==> src/rtl/crc8_ser.sv <==
// Bit-serial CRC-8 engine with SOF/EOF framing, bit counter and byte-alignment flag.
// Define CRC8_SER_REFOUT_EN to present CRC bit-reversed; the internal register is unaffected.
module crc8_ser #(
  parameter logic [7:0] POLY = 8'h07,
  parameter logic [7:0] INIT = 8'h00
) (
  input  logic        CK,
  input  logic        RN,
  input  logic        DIN,
  input  logic        DV,
  input  logic        SOF,
  input  logic        EOF,
  output logic [7:0]  CRC,
  output logic        CRCV,
  output logic        BUSY,
  output logic [15:0] BITCNT,
  output logic        BYTEOK
);

  typedef enum logic [1:0] {
    IDLE = 2'd0,
    ACC  = 2'd1,
    DONE = 2'd2
  } state_t;

  state_t      state_r, state_s;
  logic [7:0]  crc_r, crc_s;
  logic [15:0] bitcnt_r, bitcnt_s;
  logic        byteok_r, byteok_s;
  logic        crcv_r;
  logic        busy_r;

  function automatic logic [7:0] crc_step(input logic [7:0] cur, input logic bit_in);
    logic fb;
    fb = cur[7] ^ bit_in;
    return {cur[6:0], 1'b0} ^ (fb ? POLY : 8'h00);
  endfunction

  function automatic logic [7:0] bit_rev8(input logic [7:0] v);
    logic [7:0] r;
    for (int i = 0; i < 8; i++) begin
      r[i] = v[7 - i];
    end
    return r;
  endfunction

  function automatic logic [15:0] sat_inc16(input logic [15:0] v);
    return (v == 16'hFFFF) ? 16'hFFFF : (v + 16'd1);
  endfunction

  // Next-state logic: SOF restarts from INIT in any state; DONE lasts exactly one cycle.
  always_comb begin
    state_s  = state_r;
    crc_s    = crc_r;
    bitcnt_s = bitcnt_r;
    byteok_s = byteok_r;
    if (DV && SOF) begin
      crc_s    = crc_step(INIT, DIN);
      bitcnt_s = 16'd1;
      if (EOF) begin
        state_s  = DONE;
        byteok_s = 1'b0;
      end else begin
        state_s  = ACC;
      end
    end else begin
      case (state_r)
        ACC: begin
          if (DV) begin
            crc_s    = crc_step(crc_r, DIN);
            bitcnt_s = sat_inc16(bitcnt_r);
            if (EOF) begin
              state_s  = DONE;
              byteok_s = (bitcnt_s[2:0] == 3'd0) && (bitcnt_s != 16'd0);
            end else begin
              state_s  = ACC;
            end
          end else begin
            state_s = ACC;
          end
        end
        DONE:    state_s = IDLE;
        IDLE:    state_s = IDLE;
        default: state_s = IDLE;
      endcase
    end
  end

  // State and result registers; status flags are registered from the next state.
  always_ff @(posedge CK) begin
    if (!RN) begin
      state_r  <= IDLE;
      crc_r    <= INIT;
      bitcnt_r <= 16'd0;
      byteok_r <= 1'b0;
      crcv_r   <= 1'b0;
      busy_r   <= 1'b0;
    end else begin
      state_r  <= state_s;
      crc_r    <= crc_s;
      bitcnt_r <= bitcnt_s;
      byteok_r <= byteok_s;
      crcv_r   <= (state_s == DONE);
      busy_r   <= (state_s == ACC);
    end
  end

`ifdef CRC8_SER_REFOUT_EN
  assign CRC = bit_rev8(crc_r);
`else
  assign CRC = crc_r;
`endif
  assign CRCV   = crcv_r;
  assign BUSY   = busy_r;
  assign BITCNT = bitcnt_r;
  assign BYTEOK = byteok_r;

endmodule

==> config.mk <==
export PLATFORM = sky130hd
export DESIGN_NAME = crc8_ser
export DESIGN_NICKNAME = d
export VERILOG_FILES = /design/src/rtl/crc8_ser.sv
export SDC_FILE = /design/constraint.sdc
export NUM_CORES = 1
export LEC_CHECK = 0
export ABC_AREA = 0
export CAP_MARGIN = 15
export CORE_ASPECT_RATIO = 2
export CORE_MARGIN = 5
export CORE_UTILIZATION = 50
export DETAILED_ROUTE_END_ITERATION = 8
export PLACE_DENSITY = 0.77
export SLEW_MARGIN = 0
export SYNTH_ARGS = -nofsm -noshare
export SYNTH_HDL_FRONTEND = slang
export SYNTH_SLANG_ARGS = --single-unit
==> constraint.sdc <==
create_clock -name CK -period 2.6 [get_ports CK]
set_input_delay 0.65 -clock CK [delete_from_list [all_inputs] [get_ports CK]]
set_output_delay 0.65 -clock CK [all_outputs]
set_load 0.03 [all_outputs]
======== Word level (Yosys, flattened, before mapping) ========
Index checks and enable logic that the tools add are counted.
operators by class
  add/sub/neg operators ................... 1
  equality and inequality tests ........... 6
  multiplexer cells ....................... 18
  bitwise operators ....................... 3
  reduce and logical (&&, ||, !) cells .... 10
operators by type and width
  cell                                                             count
  8-bit 2-to-1 mux                                                 3
  16-bit by 1-bit adder with 16-bit output, second input constant  1
  16-bit == test, second input constant                            1
  16-bit 2-to-1 mux                                                1
  16-bit nonzero test                                              1
  1-bit 2-to-1 mux                                                 8
  2-bit 2-to-1 mux                                                 4
  8-bit by 3-bit bitwise XOR with 8-bit output                     1
  3-bit 2-to-1 mux                                                 2
  2-bit by 1-bit == test with 1-bit output, second input constant  2
  2-bit inequality test, second input constant                     2
  2-bit AND reduction                                              2
  4-bit AND reduction                                              1
  2-bit nonzero test                                               2
  3-bit logical NOT                                                1
  2-bit == test, second input constant                             1
  1-bit logical AND                                                2
  2-bit OR reduction                                               1
  1-bit NOT                                                        1
  1-bit bitwise XOR                                                1
storage, ports and cells
  flip-flop bits (word level) ............. 29
  input bits .............................. 6
  output and inout bits ................... 27
  logic and storage cells ................. 45

======== Logic depth before layout (Yosys ltp) ========
  depth in word-level cells ............... 8
  gate-level depth with buffers ........... 7
  mapped depth without buffers ............ 6

======== Worst setup path before layout ========
Ideal clock, no wire load.
  kind .................................... reg-to-reg
  from .................................... register bitcnt_r[0] (netlist: BITCNT[0])
  to ...................................... register byteok_r (netlist: BYTEOK)
  setup time .............................. 0.122 ns
  arrival time ............................ 1.994 ns
  data required time ...................... 2.478 ns
  path slack .............................. 0.484 ns
  stages on the path, launching flop included .. 8
  path buffers ............................ 1
  period minus slack after synthesis ...... 2.116 ns
  cell sequence ........................... dfxtp_1 ha_1 buf_2 nand3_1 nor3_4 nand3b_1 and3_1 o311a_1
between the ends
  cells in the longest elaborated chain, start to end .. 8
  elaborated cells on any way between the ends .. 10
  those cells by class .................... add/sub (1); eq/ne (1); mux (5); reduce/logical (3)
RTL lines
  element                                                                     line  source
  start: declaration                                                          28    logic [15:0] bitcnt_r, bitcnt_s;
  start signal: assignment                                                    101   bitcnt_r <= bitcnt_s;
  16-bit by 1-bit adder with 16-bit output or 16-bit == test (tied branches)  48    return (v == 16'hFFFF) ? 16'hFFFF : (v + 16'd1);
  16-bit 2-to-1 mux *                                                         48
  16-bit nonzero test or 3-bit logical NOT (tied branches)                    74    byteok_s = (bitcnt_s[2:0] == 3'd0) && (bitcnt_s != 16'd0);
  1-bit logical AND *                                                         74
  1-bit 2-to-1 mux *                                                          72    if (EOF) begin
  1-bit 2-to-1 mux *                                                          69    if (DV) begin
  1-bit 2-to-1 mux *                                                          67    case (state_r)
  1-bit 2-to-1 mux *                                                          57    if (DV && SOF) begin
  end signal: assignment                                                      102   byteok_r <= byteok_s;
  end: declaration                                                            29    logic byteok_r, byteok_s;
Every way passes the cells marked *; elsewhere a longest branch is shown, timed or not. The select of a mux whose other input is x is not followed.
A chain may end at the register's enable or synchronous reset.

======== Worst setup path in the final report ========
  from .................................... register bitcnt_r[7] (netlist: BITCNT[7])
  to ...................................... output BITCNT[7]
RTL lines
  element           line  source
  end: declaration  16    output logic [15:0] BITCNT,
No word-level cell between the ends.

==> metrics.cfg <==
[critical_path]
worstSetupPathType=reg2out
crit_fanout=9
cp-start-kind=flip-flop
cp.arrival_ps=1570
crit_family=buffers and inverters
crit_path_end_kind=primary output
critPathRequiredTime_ps=1950
cp_cell_sequence=clkdlybuf4s50_1
slowest_delay_ps=750
critical_path_buf_inv_count=1
slowest_stage=clkdlybuf4s50_1

[pwr]
p_sw_uw=224
power_density_nw_per_um2=459
power.total_uw=925
p_sw_frac=0.243
seqPwrFrac=0.498
leakagePower_uw=0.000754
combPwrFrac=0.096
intPower_uw=700
ir_worst_vdd_mv=0.378
power.share.clock=0.405

[placed_design]
post_dp_cell_area_um2=1930
dpl.hpwl_mm=3.39
routabilityCongestion=0.906
io_buffers=32

[cts]
post_cts_buffers=0
cts_made_buffers=5
clkLatencyLatePin_ps=280
postCtsHoldBufs=0
clock_sinks=29
cts_resized=0
clock_path_buffers=2
cts_root_buf=clkbuf_8
htreeDepth=2
cts.clk_slew.worst_paths_ps=60
tritoncts=yes

[global_routing]
grt_overflow_total=0
grt_pass1_wl_mm=7.27
antenna_found_initial=0
grt_pass1_vias=1659
grt_use_total=0.214
grt_max_degree=13

[sta]
worst_pin_slew_ps=496
slew_violations=0
setup_viol=0
timing.final.crit_share=0.853
fmax_mhz=451
timing.setup.tns_ps=0
hold_viol=0
period_minus_slack_ps=2220
grt_setup_unrepaired=false
holdWs_ps=559
finalClockSkew_ps=7.63
maxSlewHeadroom=0.667

[logic_synthesis]
synthFlopType=dfxtp_1
yosys_warnings=0
avgSynthCellArea_um2=8.41
yosys-top-cells-area=dfxtp_1, a21oi_1, o21ai_0
yosysTopAreaCellShare=0.375
synth_commonest_cells=dfxtp_1, a21oi_1, nand2_1, o21ai_0, nor2_1
syn-num-nets=191
seq_area_frac_synth=0.375
netlist.top_cell.by_area=dfxtp_1
yosysMostFrequentCell=dfxtp_1
async_flop_share=0
syn_area_um2=1550
synth-seq-cells=29
synth_edf_count=0
postSynthCellCount=184
synthDistinctLibCells=49

[hold_path]
hp-class=reg2reg

[floorplanning]
die_w_um=49.3
die_h_um=88.7
coreArea_um2=2980
die-area_um2=4380
num_rows=28
ios=33
initial_utilization=0.520

[detailed_routing]
wl_per_cell_um=17.8
drtIter0Drc=46
routed-via-count=1661
routed_wl_mm=4.49
drt-vias-per-instance=6.59
drt_pass1_iterations=4
route.detailed.drc=0
ant_nets=0

[final_layout]
final_area_um2=2010
drive_gt1_frac=0.113
nets=229
antennaDiodeCount=0
area_growth_syn_to_layout_pct=30.2

[run_status]
status=finished, final reports clean

[flow_run]
drv_cap=0

## registers in the layout (all words and copies together) (netlist names)
register and flops:
BITCNT 16, CRC 8, state_r 2, BUSY 1, BYTEOK 1, CRCV 1
## cell usage in the layout (no fill, tap or decap), types with 2 or more instances in the layout
cell type	instances
nand4_1	3
xnor2_1	5
clkbuf_8	6
and3_1	5
a21boi_0	2
or4_1	2
o21a_1	2
clkdlybuf4s50_1	32
nand3_1	7
a311oi_1	3
inv_1	3
a31oi_1	8
o21ai_0	13
dfxtp_1	29
o221a_2	2
nor2b_1	6
nor3_1	5
o22ai_1	2
a21oi_1	16
buf_4	9
nor2_1	12
nand3b_1	2
a22oi_1	7
nand2_1	15
## per-layer routing
metal | GRT usage | vias to the layer above | part of all wire
met2 | 0.402 | 68 | 0.54
met3 | 0.0438 | 27 | 0.044
li1 | - | 776 | -
met5 | 0 | - | 0
met4 | 0.186 | 0 | 0.066
met1 | 0.182 | 790 | 0.35
## path summary, 6_finish.rpt
| check | startpoint | slack [ps] | cells past startpoint | endpoint |
|---|---|---|---|---|
| max reg2reg | BITCNT[2] | 610 | 5 | BYTEOK |
| max | BITCNT[7] | 380 | 1 | BITCNT[7] |
| min reg2reg | CRC[5] | 560 | 2 | CRC[6] |
| min | CRC[5] | 560 | 2 | CRC[6] |
## power groups by stage
stage | sequential (µW) | clock [µW] | combinational (µW)
after global routing | 462 | 405 | 94.3
after floorplan | 482 | 0 | 36.8
after CTS | 461 | 377 | 88.9
after detailed placement | 471 | 0 | 88.2
after global placement | 470 | 0 | 86.8
final | 461 | 375 | 89.1
## stage by stage
step                      std cells  setup slack (ps)  utilization
after floorplan                 184               484            -
after global placement          245               367        0.647
after detailed placement        245               292        0.647
after CTS                       252               381        0.676
after global routing            252               308        0.676
final                           252               383        0.676
## cells by family after synthesis
family          Yosys count  share of synthesized area
simple gates             68                      0.258
compound gates           66                      0.282
fa+ha+maj                 1                    0.00808
flops                    29                      0.375
buf+inv                  13                     0.0364
xor+xnor                  6                     0.0340
mux                       1                    0.00647
## cell type report
cell class | count | area (µm²)
fill | 257 | 963
multi-input combinational | 142 | 911
sequential | 29 | 581
timing repair buffer | 41 | 388
clock buffer | 7 | 86.3
tap | 30 | 37.5
inverter | 3 | 11.3
## worst min-delay path: stages, from the launching register on
cell     delay, ps
dfxtp_1        360
a22oi_1         80
nor2b_1        100
Note: power is estimated with default switching activity, not from simulation.
